### src/rtl/vga_stream_pkg.sv
// Shared definitions for the VGA pixel stream: field positions, stream widths,
// default 640x480 timing and a small window-decode helper.
package vga_stream_pkg;

  // Bit positions inside the 23-bit raster stream
  localparam int STR_ACTIVE = 0;
  localparam int STR_VS     = 1;
  localparam int STR_HS     = 2;
  localparam int STR_YC_LO  = 3;
  localparam int STR_YC_HI  = 12;
  localparam int STR_XC_LO  = 13;
  localparam int STR_XC_HI  = 22;

  // Colour bits appended by the draw stages (26-bit RGB stream)
  localparam int STR_R = 23;
  localparam int STR_G = 24;
  localparam int STR_B = 25;

  localparam int VGA_STR_W = 23;
  localparam int RGB_STR_W = 26;

  // Default 640x480 @ 60 Hz timing
  localparam int DEF_H_VISIBLE = 640;
  localparam int DEF_H_FP      = 16;
  localparam int DEF_H_SYNC    = 96;
  localparam int DEF_H_BP      = 48;
  localparam int DEF_V_VISIBLE = 480;
  localparam int DEF_V_FP      = 10;
  localparam int DEF_V_SYNC    = 2;
  localparam int DEF_V_BP      = 33;

  // Half-open window test lo <= v < hi; 11 bits so a bound of 1024 still fits
  function automatic logic in_window(input logic [10:0] v,
                                     input logic [10:0] lo,
                                     input logic [10:0] hi);
    return (v >= lo) && (v < hi);
  endfunction

endpackage

### src/rtl/vga_axis_counter.sv
// One raster axis counter: counts 0..TOTAL-1 while enabled and flags the last
// position so the next axis can advance on the wrap.
module vga_axis_counter #(
  parameter int TOTAL = 800
) (
  input  logic       clk,
  input  logic       rst_n,
  input  logic       enable,
  output logic [9:0] count_o,
  output logic       wrap_o
);

  localparam logic [9:0] LAST = 10'(TOTAL - 1);

  assign wrap_o = (count_o == LAST);

  // Advance or wrap on every enabled edge
  always_ff @(posedge clk or negedge rst_n) begin
    if (!rst_n) begin
      count_o <= '0;
    end else if (enable) begin
      count_o <= wrap_o ? 10'd0 : count_o + 10'd1;
    end
  end

endmodule

### src/rtl/vga_stream_gen.sv
// Head of the pixel pipeline: horizontal/vertical raster counters plus a
// registered decode of blanking and sync into the 23-bit VGA stream.
module vga_stream_gen
  import vga_stream_pkg::*;
#(
  parameter int H_VISIBLE = DEF_H_VISIBLE,
  parameter int H_FP      = DEF_H_FP,
  parameter int H_SYNC    = DEF_H_SYNC,
  parameter int H_BP      = DEF_H_BP,
  parameter int V_VISIBLE = DEF_V_VISIBLE,
  parameter int V_FP      = DEF_V_FP,
  parameter int V_SYNC    = DEF_V_SYNC,
  parameter int V_BP      = DEF_V_BP,
  parameter bit HS_POL    = 1'b0,
  parameter bit VS_POL    = 1'b0
) (
  input  logic        px_clk,
  input  logic        rst_n,
  input  logic        px_en,
  output logic [22:0] VGAStr_o,
  output logic        line_start_o,
  output logic        frame_start_o
);

  localparam int H_TOTAL = H_VISIBLE + H_FP + H_SYNC + H_BP;
  localparam int V_TOTAL = V_VISIBLE + V_FP + V_SYNC + V_BP;

  // Counters are 10 bits wide, so neither axis may exceed 1024 positions
  if (H_TOTAL > 1024 || V_TOTAL > 1024) begin : g_bad_totals
    $error("vga_stream_gen: H_TOTAL and V_TOTAL must both be <= 1024");
  end

  localparam logic [10:0] H_ACT_END = 11'(H_VISIBLE);
  localparam logic [10:0] H_SYN_LO  = 11'(H_VISIBLE + H_FP);
  localparam logic [10:0] H_SYN_HI  = 11'(H_VISIBLE + H_FP + H_SYNC);
  localparam logic [10:0] V_ACT_END = 11'(V_VISIBLE);
  localparam logic [10:0] V_SYN_LO  = 11'(V_VISIBLE + V_FP);
  localparam logic [10:0] V_SYN_HI  = 11'(V_VISIBLE + V_FP + V_SYNC);

  logic [9:0] hc;
  logic [9:0] vc;
  logic       h_wrap;
  logic       v_wrap;
  logic       v_en;

  // Vertical axis steps only on the enabled edge that wraps the line
  assign v_en = px_en & h_wrap;

  vga_axis_counter #(.TOTAL(H_TOTAL)) u_h_cnt (
    .clk     (px_clk),
    .rst_n   (rst_n),
    .enable  (px_en),
    .count_o (hc),
    .wrap_o  (h_wrap)
  );

  vga_axis_counter #(.TOTAL(V_TOTAL)) u_v_cnt (
    .clk     (px_clk),
    .rst_n   (rst_n),
    .enable  (v_en),
    .count_o (vc),
    .wrap_o  (v_wrap)
  );

  logic [VGA_STR_W-1:0] str_p0;
  logic                 line_p0;
  logic                 frame_p0;
  logic                 unused_v_wrap;

  assign unused_v_wrap = v_wrap;

  // Stage 0: combinational decode of the current (pre-increment) position
  always_comb begin
    str_p0                        = '0;
    str_p0[STR_XC_HI:STR_XC_LO]   = hc;
    str_p0[STR_YC_HI:STR_YC_LO]   = vc;
    str_p0[STR_ACTIVE]            = in_window({1'b0, hc}, 11'd0, H_ACT_END) &&
                                    in_window({1'b0, vc}, 11'd0, V_ACT_END);
    str_p0[STR_HS]                = in_window({1'b0, hc}, H_SYN_LO, H_SYN_HI) ?
                                    HS_POL : ~HS_POL;
    str_p0[STR_VS]                = in_window({1'b0, vc}, V_SYN_LO, V_SYN_HI) ?
                                    VS_POL : ~VS_POL;
    line_p0                       = (hc == 10'd0);
    frame_p0                      = (hc == 10'd0) && (vc == 10'd0);
  end

  logic [VGA_STR_W-1:0] str_p1;
  logic                 line_p1;
  logic                 frame_p1;

  // Stage 1: output register, loaded together with the counter advance
  always_ff @(posedge px_clk or negedge rst_n) begin
    if (!rst_n) begin
      str_p1         <= '0;
      str_p1[STR_HS] <= ~HS_POL;
      str_p1[STR_VS] <= ~VS_POL;
      line_p1        <= 1'b0;
      frame_p1       <= 1'b0;
    end else if (px_en) begin
      str_p1   <= str_p0;
      line_p1  <= line_p0;
      frame_p1 <= frame_p0;
    end
  end

  assign VGAStr_o      = str_p1;
  assign line_start_o  = line_p1;
  assign frame_start_o = frame_p1;

endmodule

### config.mk
export PLATFORM = sky130hd
export DESIGN_NAME = vga_stream_gen
export DESIGN_NICKNAME = d
export VERILOG_FILES = /design/src/rtl/vga_stream_pkg.sv /design/src/rtl/vga_axis_counter.sv /design/src/rtl/vga_stream_gen.sv
export SDC_FILE = /design/constraint.sdc
export NUM_CORES = 1
export LEC_CHECK = 0
export CORE_ASPECT_RATIO = 0.75
export CORE_MARGIN = 2
export CORE_UTILIZATION = 50
export CTS_BUF_LIST = sky130_fd_sc_hd__clkbuf_8 sky130_fd_sc_hd__clkbuf_16
export DETAILED_ROUTE_END_ITERATION = 8
export PLACE_DENSITY = 0.86
export SETUP_SLACK_MARGIN = 0.15
export SLEW_MARGIN = 40
export SYNTH_ARGS = -nofsm -noshare
export SYNTH_HDL_FRONTEND = slang
export SYNTH_SLANG_ARGS = --single-unit
### constraint.sdc
create_clock -name px_clk -period 4.4 [get_ports px_clk]
set_input_delay 0.44 -clock px_clk [delete_from_list [all_inputs] [get_ports px_clk]]
set_output_delay 0.44 -clock px_clk [all_outputs]
set_load 0.05 [all_outputs]
# Word-level counts from Yosys, hierarchy flattened

Cells that the tools add are included.

Bits in registers: 45
Input port bits: 3
Output and inout port bits: 25
Logic and storage cells: 26

Add/sub/neg operators: 2
Magnitude comparators: 6
Eq/ne operators: 2
Muxes and demuxes: 4
Bitwise operators: 1
Reduce and logical (&&, ||, !) cells: 6

Operators with widths:

| operator                                                            | count |
|---|---|
| adder 10 x 1 -> 10 bit (second input constant)                      | 2 |
| == test 10 bit (second input constant)                              | 2 |
| logical NOT 10 bit                                                  | 2 |
| < comparator 10 bit (second input constant)                         | 2 |
| < comparator 10 x 9 -> 1 bit (second input constant)                | 2 |
| 2-to-1 mux 10 bit                                                   | 2 |
| greater-or-equal comparator 10 bit (second input constant)          | 1 |
| greater-or-equal comparator 10 x 9 -> 1 bit (second input constant) | 1 |
| logical AND 1 bit                                                   | 4 |
| 2-to-1 mux 1 bit                                                    | 2 |
| AND 1 bit                                                           | 1 |

# Longest topological paths before layout

Depth in word-level cells: 3
Depth in mapped cells: 6
Gate-level depth less buffers: 6

# By module

From an unflattened synthesis, not the netlist that was laid out.

Cells, all modules: 177
Area, all modules: 2,080.7 um^2

Modules (own cells, without submodules):

| module                     | instances | cells an instance | area each (um^2) | sequential area each (um^2) |
|---|---|---|---|---|
| vga_stream_gen             | 1         | 75                | 1,032.2          | 628.1 |
| vga_axis_counter (u_v_cnt) | 1         | 52                | 536.8            | 250.2 |
| vga_axis_counter (u_h_cnt) | 1         | 50                | 511.7            | 250.2 |

# Least setup slack after synthesis

Ideal clock, no wire load.

Path type: reg2reg
From: register u_h_cnt.count_o[0]
To: register u_v_cnt.count_o[9]
Library setup time: 0.077 ns
Data arrival time: 1.505 ns
Required time: 4.323 ns
Setup slack: 2.818 ns
Stages on the path, launching flop included: 6
Buffers on the path: 0
Clock period less this slack: 1.582 ns
Path through: dfrtp_1 > ha_1 > and4_4 > nand4_4 > or4_1 > a21oi_1

Longest elaborated chain between the ends: 2

Ends and longest elaborated chain:

| item                     | RTL line               | text |
|---|---|---|
| start: declaration       | vga_axis_counter.sv:9  | `output logic [9:0] count_o,` |
| start signal: assignment | vga_axis_counter.sv:22 | `count_o <= wrap_o ? 10'd0 : count_o + 10'd1;` |
| == test 10 bit           | vga_axis_counter.sv:15 | `assign wrap_o = (count_o == LAST);` |
| AND 1 bit                | vga_stream_gen.sv:47   | `assign v_en = px_en & h_wrap;` |
| end signal: assignment   | vga_axis_counter.sv:22 |  |
| end: declaration         | vga_axis_counter.sv:9  |  |

No other way between the ends.
A chain may end at the register's enable or synchronous reset.

# Final worst setup path

From: register str_p1[1], in the netlist VGAStr_o[1]
To: output port VGAStr_o[1]

RTL lines:

| item                             | RTL line              | text |
|---|---|---|
| start: declaration               | vga_stream_gen.sv:87  | `logic [VGA_STR_W-1:0] str_p1;` |
| start signal: indexed assignment | vga_stream_gen.sv:95  | `str_p1[STR_HS] <= ~HS_POL;` |
| start signal: indexed assignment | vga_stream_gen.sv:96  | `str_p1[STR_VS] <= ~VS_POL;` |
| start signal: assignment         | vga_stream_gen.sv:100 | `str_p1 <= str_p0;` |
| end: declaration                 | vga_stream_gen.sv:20  | `output logic [22:0] VGAStr_o,` |

No word-level cell between the ends.

==> metrics.txt <==
run status finished clean; peak supply drop 0.000196 V; FMAX 484 MHz; core area 0.00403 mm^2; port bufs 27; Routed WL 3.82 mm; Seq/Total Area, Yosys 54.2%; Max Slew Vio Count 0; first-pass GRT wire length 6.72 mm; syn_area_per_cell 11.8 um^2; fin crit period 2.07 ns; Worst Skew 0.00771 ns; vias in the first global route 1405; switching power 0.346 mW; Tcrit/Tclk final 46.9%; CTS sink cnt 45; gr usage total 19.0%; Area Overhead vs Synth 18.9%; die area 0.00470 mm^2; Post-route DRC 0; CP delay by family, top buffers and inverters; Hold Crit Class in2async; die width 78.5 um; CP arrival 1.63 ns; Fin. Hold Viols 0; routability-driven placement congestion ratio 0.896; ratio of cells with drive above 1 in the final layout 18.9%; vias 1431; critical path endpoint category output pin; CTS tree built; 1st-pass router iterations 4; Worst setup SP type flip-flop; antenna cells 0; sw frac 33.7%; area of the multi-input gates 887 um^2; buffer levels on the longest clock path 2; Post-Syn Area 0.00208 mm^2; worst skew pair latency 0.29 ns; setup violators final 0; wire length per cell 14.6 um; Nets 213; Fillers 337; sequential power share 50.7%; Synth cell types 40; Static Leak 1.08 nW; CTS Buf Count 5; Worst-path clk slew 0.08 ns; Setup CP Type reg2out; Initial DRC Count 75; clock root cell clkbuf_8; GRT overflow 0; final antenna-violating net count 0; Setup TNS 0 ns; clock power share 24.0%; Register Area 0.00113 mm^2; initial antenna violation count 0; maxcap violations 0; Synth Net Count 183; Bufs and invs on worst path 1; commonest cells after routing, fill and taps aside dfrtp_1 (43), clkdlybuf4s50_1 (26), mux2_2 (20), nand3_1 (18), o21ai_0 (10); hold_buf cts 0; drt via density 5.48; Syn. warnings 0; worst slew pin tran 0.539 ns; final core utilization 61.5%; H-tree levels 2; RSZ-0062 raised after global routing false; Logic pwr share 25.3%; commonest non-fill, non-tap cell in the layout dfrtp_1; Setup Buffers After CTS 0; CP max stage delay 0.80 ns; hpwl dp 2.65 mm; io pins 28; die height 59.9 um; row count 20; critical path peak fanout 2; CTS resizes 0; cell chain of the critical path clkdlybuf4s50_1; Req. time, crit path 3.96 ns; CP max-delay cell clkdlybuf4s50_1; largest net degree at the start of global routing 46; slew margin rel. 64.1%; synthesized flop and latch total 45; Gate Count Post-Synth 176; Pint 0.682 mW; pwr dens 415 mW/mm^2; Starting Density 51.7%
## power groups by stage
stage          Sequential [mW]  Clock [mW]  Combinational, mW
2_1_floorplan            0.597           0              0.116
3_3_place_gp             0.526           0              0.258
3_5_place_dp             0.528           0              0.262
4_1_cts                  0.520       0.255              0.263
5_1_grt                  0.527       0.274              0.279
6_report                 0.521       0.247              0.260
## layer usage
| layer | wire length (um) | track usage, % | vias up |
|---|---|---|---|
| met1 | 2010 | 28.1 | 702 |
| met2 | 1590 | 27.2 | 35 |
| met5 | 0 | 0 | - |
| li1 | - | - | 689 |
| met4 | 36 | 5.76 | 0 |
| met3 | 181 | 5.29 | 5 |
## logic make-up (layout without fill, tap and decap cells)
group           count (synthesis)  after routing  synth area share (%)
compound gates                 18             18                  4.57
fa+ha+maj                       4              4                  2.40
mux                            21             21                  11.3
xor+xnor                       10             10                  4.21
flops                          45             45                  54.2
buf+inv                        13             43                  3.18
simple gates                   65             65                  20.1
## registers in the layout, indices dropped and copies added (netlist names)
| register | cells |
|---|---|
| VGAStr_o | 23 |
| u_h_cnt.count_o | 10 |
| line_start_o | 1 |
| u_v_cnt.count_o | 10 |
| frame_start_o | 1 |
## metrics by stage
| step | power, mW | cells | hold WS (ns) | instance area (um^2) | setup slack (ns) |
|---|---|---|---|---|---|
| CTS | 1.04 | 261 | 0.151 | 2480 | 2.32 |
| finish | 1.03 | 261 | 0.131 | 2480 | 2.33 |
| global route | 1.08 | 261 | 0.163 | 2480 | 2.29 |
| global placement | 0.784 | 254 | 0.480 | 2390 | 2.34 |
| floorplan | 0.713 | 176 | 0.144 | 2080 | 2.82 |
| detailed placement | 0.790 | 254 | 0.473 | 2390 | 2.31 |
## final timing paths
check / startpoint / to / slack (ns) / depth (start not counted)
setup / recovery: VGAStr_o[1]$_DFFE_PN1P_ / VGAStr_o[1] / 2.33 / 1
hold / removal: rst_n / VGAStr_o[6]$_DFFE_PN0P_ / 0.13 / 1
setup reg to reg: u_h_cnt.count_o[1]$_DFFE_PN0P_ / u_v_cnt.count_o[8]$_DFFE_PN0P_ / 2.67 / 5
hold reg to reg: VGAStr_o[2]$_DFFE_PN1P_ / VGAStr_o[2]$_DFFE_PN1P_ / 0.50 / 2
max in group asynchronous: rst_n / VGAStr_o[2]$_DFFE_PN1P_ / 3.89 / 1
min in group px_clk: VGAStr_o[2]$_DFFE_PN1P_ / VGAStr_o[2]$_DFFE_PN1P_ / 0.50 / 2
## final cells by class
class / count / share of cell area (%)
inverter: 8 / 1.21
clock buffer: 6 / 3.34
timing repair buffer: 28 / 11.1
multi-input combinational: 118 / 35.8
clock inverter: 1 / 0.152
tap: 55 / 2.78
sequential: 45 / 45.6
## cell usage after synthesis
library cell	count	area [um^2]
dfrtp_1	43	1080
mux2_2	20	225
nand3_1	18	90.1
o21ai_0	10	50.1
inv_1	8	30.0
nand2_1	8	30.0
nor2_1	8	30.0
xnor2_1	6	52.6
a21oi_1	5	25.0
nor3_1	5	25.0
ha_1	4	50.1
nand4_1	4	25.0
xor2_1	4	35.0
clkbuf_1	3	11.3
nand4b_1	3	26.3
and3_1	2	12.5
dfstp_2	2	52.6
a31oi_1	1	6.26
and2_1	1	6.26
and2_2	1	7.51
and3_2	1	7.51
and4_1	1	8.76
and4_4	1	11.3
and4b_4	1	13.8
buf_6	1	11.3
clkbuf_8	1	13.8
mux2i_1	1	10.0
nand2b_1	1	6.26
nand3b_1	1	7.51
nand4_4	1	21.3
nor2_8	1	20.0
nor2b_1	1	6.26
nor3_4	1	16.3
nor4_1	1	6.26
nor4_4	1	21.3
o22ai_1	1	6.26
o31ai_1	1	7.51
or2_2	1	6.26
or3_1	1	6.26
or4_1	1	7.51
No activity file was read; power rests on OpenSTA's default activity.
==> RTL change 1, RTL diff (same settings) <==
Compare `count_o` against `LAST` with >= in place of ==.
--- a/src/rtl/vga_axis_counter.sv
+++ b/src/rtl/vga_axis_counter.sv
@@ -12,7 +12,7 @@
 
   localparam logic [9:0] LAST = 10'(TOTAL - 1);
 
-  assign wrap_o = (count_o == LAST);
+  assign wrap_o = (count_o >= LAST);
 
   // Advance or wrap on every enabled edge
   always_ff @(posedge clk or negedge rst_n) begin
Formal check against the unedited RTL: no difference found for any inputs over 10 cycles, from zero or initial values and one cycle with rst_n low; that may be too few to reach the edited logic, so the function may still have changed.
==> RTL change 1 against the original RTL <==
  * Synthesized cell count increased by 10%
  * Critical endpoint is now u_v_cnt.count_o[5]
  * Synthesized area increased by 1.5%
  * Combinational power increased by 9.6%
  * First-iteration DRC count increased by 19%
  * Sequential cell count unchanged
  * Largest cell class unchanged
  * Hold slack got worse by 8.2 ps
  * Cell area increased by 0.76%
  * Wire length increased by 4.5%
  * Total power increased by 4.5%
  * Worst setup slack got worse by 32 ps
  * Via count increased by 8.2%
  * Count of clock-buffer cells in the layout unchanged
  * Non-clock buffer count unchanged
==> RTL change 1: results (changes against the original RTL) <==
.. list-table::
   :header-rows: 1

   * - Metric
     - Value
   * - Endpoint of the worst register-to-register path
     - u_v_cnt.count_o[5] (was u_v_cnt.count_o[8])
   * - Met3 Routed Length
     - 218 µm (was 181 µm)
   * - Drt wl/cell
     - 14.68 µm (was 14.64 µm)
   * - Max-slew headroom at the worst pin
     - 0.5457 (was 0.6409)
   * - FILL cells
     - 343 (was 337)
   * - Top cell types by occurrence after synthesis
     - sky130_fd_sc_hd__dfrtp_1, sky130_fd_sc_hd__mux2_2, sky130_fd_sc_hd__nor2_1, sky130_fd_sc_hd__o21ai_0 (was sky130_fd_sc_hd__dfrtp_1, sky130_fd_sc_hd__mux2_2, sky130_fd_sc_hd__nand3_1)
   * - Run status
     - finished, final reports clean (unchanged)
   * - Number of nets produced by synthesis
     - 201 (was 183)
   * - GRT Resource Usage Total
     - 0.1932 (was 0.1897)
   * - Met2 Use GR
     - 0.2809 (was 0.2723)
   * - Crit path arrival time
     - 2280 ps (was 1630 ps)
   * - Synth top area cells
     - sky130_fd_sc_hd__dfrtp_1, sky130_fd_sc_hd__mux2_2, sky130_fd_sc_hd__o21ai_0 (was sky130_fd_sc_hd__dfrtp_1, sky130_fd_sc_hd__mux2_2, sky130_fd_sc_hd__nand3_1)
   * - Register area share after synthesis
     - 0.5340 (was 0.5421)
   * - Post-detail-place hpwl
     - 2.796 mm (was 2.646 mm)
   * - Fraction of synthesized area in multiplexers
     - 0.1066 (was 0.1130)
   * - Routed length on met2
     - 1.766 mm (was 1.594 mm)
   * - Met3 GRT Util
     - 0.04079 (was 0.05287)
   * - Maximum fanout count along the critical path
     - 15 (was 2)
   * - Detailed-routing wirelength on met1
     - 1.934 mm (was 2.008 mm)
   * - Global-route wire length before repair
     - 6.906 mm (was 6.720 mm)
   * - Share of the clock period used by the worst path
     - 0.4767 (was 0.4695)
   * - Launching element of the worst setup path
     - u_h_cnt.count_o[0] (was VGAStr_o[1])
   * - Total leakage power
     - 1.058 nW (was 1.081 nW)
   * - Final-stage net count
     - 223 (was 213)
   * - Drt first-iter violations
     - 89 (was 75)
   * - CP max-delay cell
     - sky130_fd_sc_hd__a21oi_2 (was sky130_fd_sc_hd__clkdlybuf4s50_1)
   * - Share of cells above drive strength 1
     - 0.1705 (was 0.1893)
-- RTL change 1: worst register-to-register path: cells and delay by family (launching register included) --
family,cells,cell delay (ps)
AND/OR/NAND/NOR,1,210
AO/OA/AOI/OAI,3,1100
flip-flops,1,410
adder cells (fa/ha/maj),1,270
-- RTL change 1: through the flow --
stage                       util  power (mW)  cell area (µm²)  instances  hold WS (ps)
after floorplan                -      0.7302             2113        194         144.4
after global placement    0.5926      0.8179             2402        264         477.8
after detailed placement  0.5932      0.8264             2405        264         464.7
after CTS                 0.6154       1.080             2495        272         135.8
after global routing      0.6154       1.132             2495        272         150.2
final                     0.6154       1.075             2495        272         122.9
-- RTL change 1: cell type report --
class / count / area share
Clock inverter: 2 / 0.003009
Multi-Input combinational cell: 127 / 0.3601
Inverter: 9 / 0.01354
Sequential cell: 45 / 0.4524
Tap cell: 55 / 0.02758
Timing Repair Buffer: 28 / 0.1103
Clock buffer: 6 / 0.03310
==> RTL change 2, RTL diff (same flow settings) <==
Made on the original files. Set the parameter `VS_POL` to 1'b1 (it was 1'b0).
--- a/src/rtl/vga_stream_gen.sv
+++ b/src/rtl/vga_stream_gen.sv
@@ -12,7 +12,7 @@
   parameter int V_SYNC    = DEF_V_SYNC,
   parameter int V_BP      = DEF_V_BP,
   parameter bit HS_POL    = 1'b0,
-  parameter bit VS_POL    = 1'b0
+  parameter bit VS_POL    = 1'b1
 ) (
   input  logic        px_clk,
   input  logic        rst_n,
Check against the original RTL: not equivalent (a bounded check fails within 4 cycles, from zero or initial values and one cycle with rst_n low).
==> RTL change 2 against the original RTL <==
  * Wire length up 0.10%
  * Cell area up 0.51%
  * Register-to-register slack worse by 130 ps
  * Die area shrank 0.85%
  * Total power increased by 2.2%
  * Worst setup slack worse by 110 ps
  * Hold slack about the same
  * Critical path depth is 5 higher
  * Synthesized area is 0.90% lower
  * Sequential cell count did not move
  * Count of clock-buffer cells in the layout rose by 1
==> RTL change 2: results (changes against the original RTL) <==
.. list-table::
   :header-rows: 1

   * - Metric
     - Value
   * - Compound-cell area share of the yosys netlist
     - 0.05276 (was 0.04567)
   * - Via total after detailed routing
     - 1460 (was 1431)
   * - Max-slew headroom at the worst pin
     - 0.6280 (was 0.6409)
   * - Cell count after placement
     - 257 (was 254)
   * - Maximum fanout count along the critical path
     - 35 (was 2)
   * - Run status
     - finished, final reports clean (unchanged)
   * - Fraction of synthesized area in multiplexers
     - 0.1146 (was 0.1130)
   * - Number of nets produced by synthesis
     - 187 (was 183)
   * - Synth unique cells
     - 39 (was 40)
   * - Crit path arrival time
     - 2360 ps (was 1630 ps)
   * - Launching element of the worst setup path
     - px_en (was VGAStr_o[1])
   * - FILL cells
     - 338 (was 337)
   * - Global-route wire length before repair
     - 6.734 mm (was 6.720 mm)
   * - WS Path Type
     - in -> reg (was reg -> out)
   * - Place WS
     - 1888 ps (was 2310 ps)
   * - Drt wl/cell
     - 14.43 µm (was 14.64 µm)
   * - Final-stage net count
     - 216 (was 213)
   * - Drt first-iter violations
     - 113 (was 75)
   * - Area share of the leading cell type in the synthesized netlist
     - 0.5337 (was 0.5168)
   * - Synth top area cells
     - sky130_fd_sc_hd__dfrtp_1, sky130_fd_sc_hd__mux2_2, sky130_fd_sc_hd__nand3_1 (unchanged)
   * - CP max-delay cell
     - sky130_fd_sc_hd__or4_4 (was sky130_fd_sc_hd__clkdlybuf4s50_1)
   * - Final hold slack
     - 131.4 ps (was 131.1 ps)
   * - Total leakage power
     - 1.127 nW (was 1.081 nW)
   * - Fmax achieved
     - 458.7 MHz (was 484.1 MHz)
   * - Post-detail-place hpwl
     - 2.612 mm (was 2.646 mm)
   * - Worst setup slack for register-to-register paths
     - 2540 ps (was 2670 ps)
   * - Peak ir drop on the vdd network
     - 0.2080 mV (was 0.1963 mV)
   * - Top cell types by occurrence after synthesis
     - sky130_fd_sc_hd__dfrtp_1, sky130_fd_sc_hd__mux2_2, sky130_fd_sc_hd__nand3_1 (unchanged)
   * - Register area share after synthesis
     - 0.5464 (was 0.5421)
   * - Adder-cell area share of the yosys netlist
     - 0.02426 (was 0.02404)
   * - Routability congestion estimate
     - 0.8547 (was 0.8959)
   * - Combined area of the multi-input logic cells
     - 882.1 µm² (was 887.1 µm²)
   * - Clock skew after layout
     - 3.510 ps (was 7.709 ps)
-- RTL change 2: routing by layer --
metal  vias to the layer above  share of wire  GRT usage
li1                        699              -          -
met4                         0         0.0065    0.05013
met2                        50           0.43     0.2722
met5                         -              0          0
met1                       708           0.51     0.2827
met3                         3          0.054    0.04726
-- RTL change 2: final cells by class --
| class | instances | share of cell area |
|---|---|---|
| flip-flops and latches | 45 | 0.4530 |
| multi-input cells | 120 | 0.3544 |
| repair buffers | 28 | 0.1106 |
| clock buffers | 7 | 0.03871 |
| well taps | 55 | 0.02765 |
| inverters | 9 | 0.01357 |
| clock inverters | 1 | 0.002011 |
-- RTL change 2: report_power, final --
group	internal, mW	switching (mW)	leakage (nW)
registers	0.462	0.0570	0.571
clock network	0.142	0.130	0.0542
logic	0.0974	0.163	0.502
total	0.701	0.349	1.13
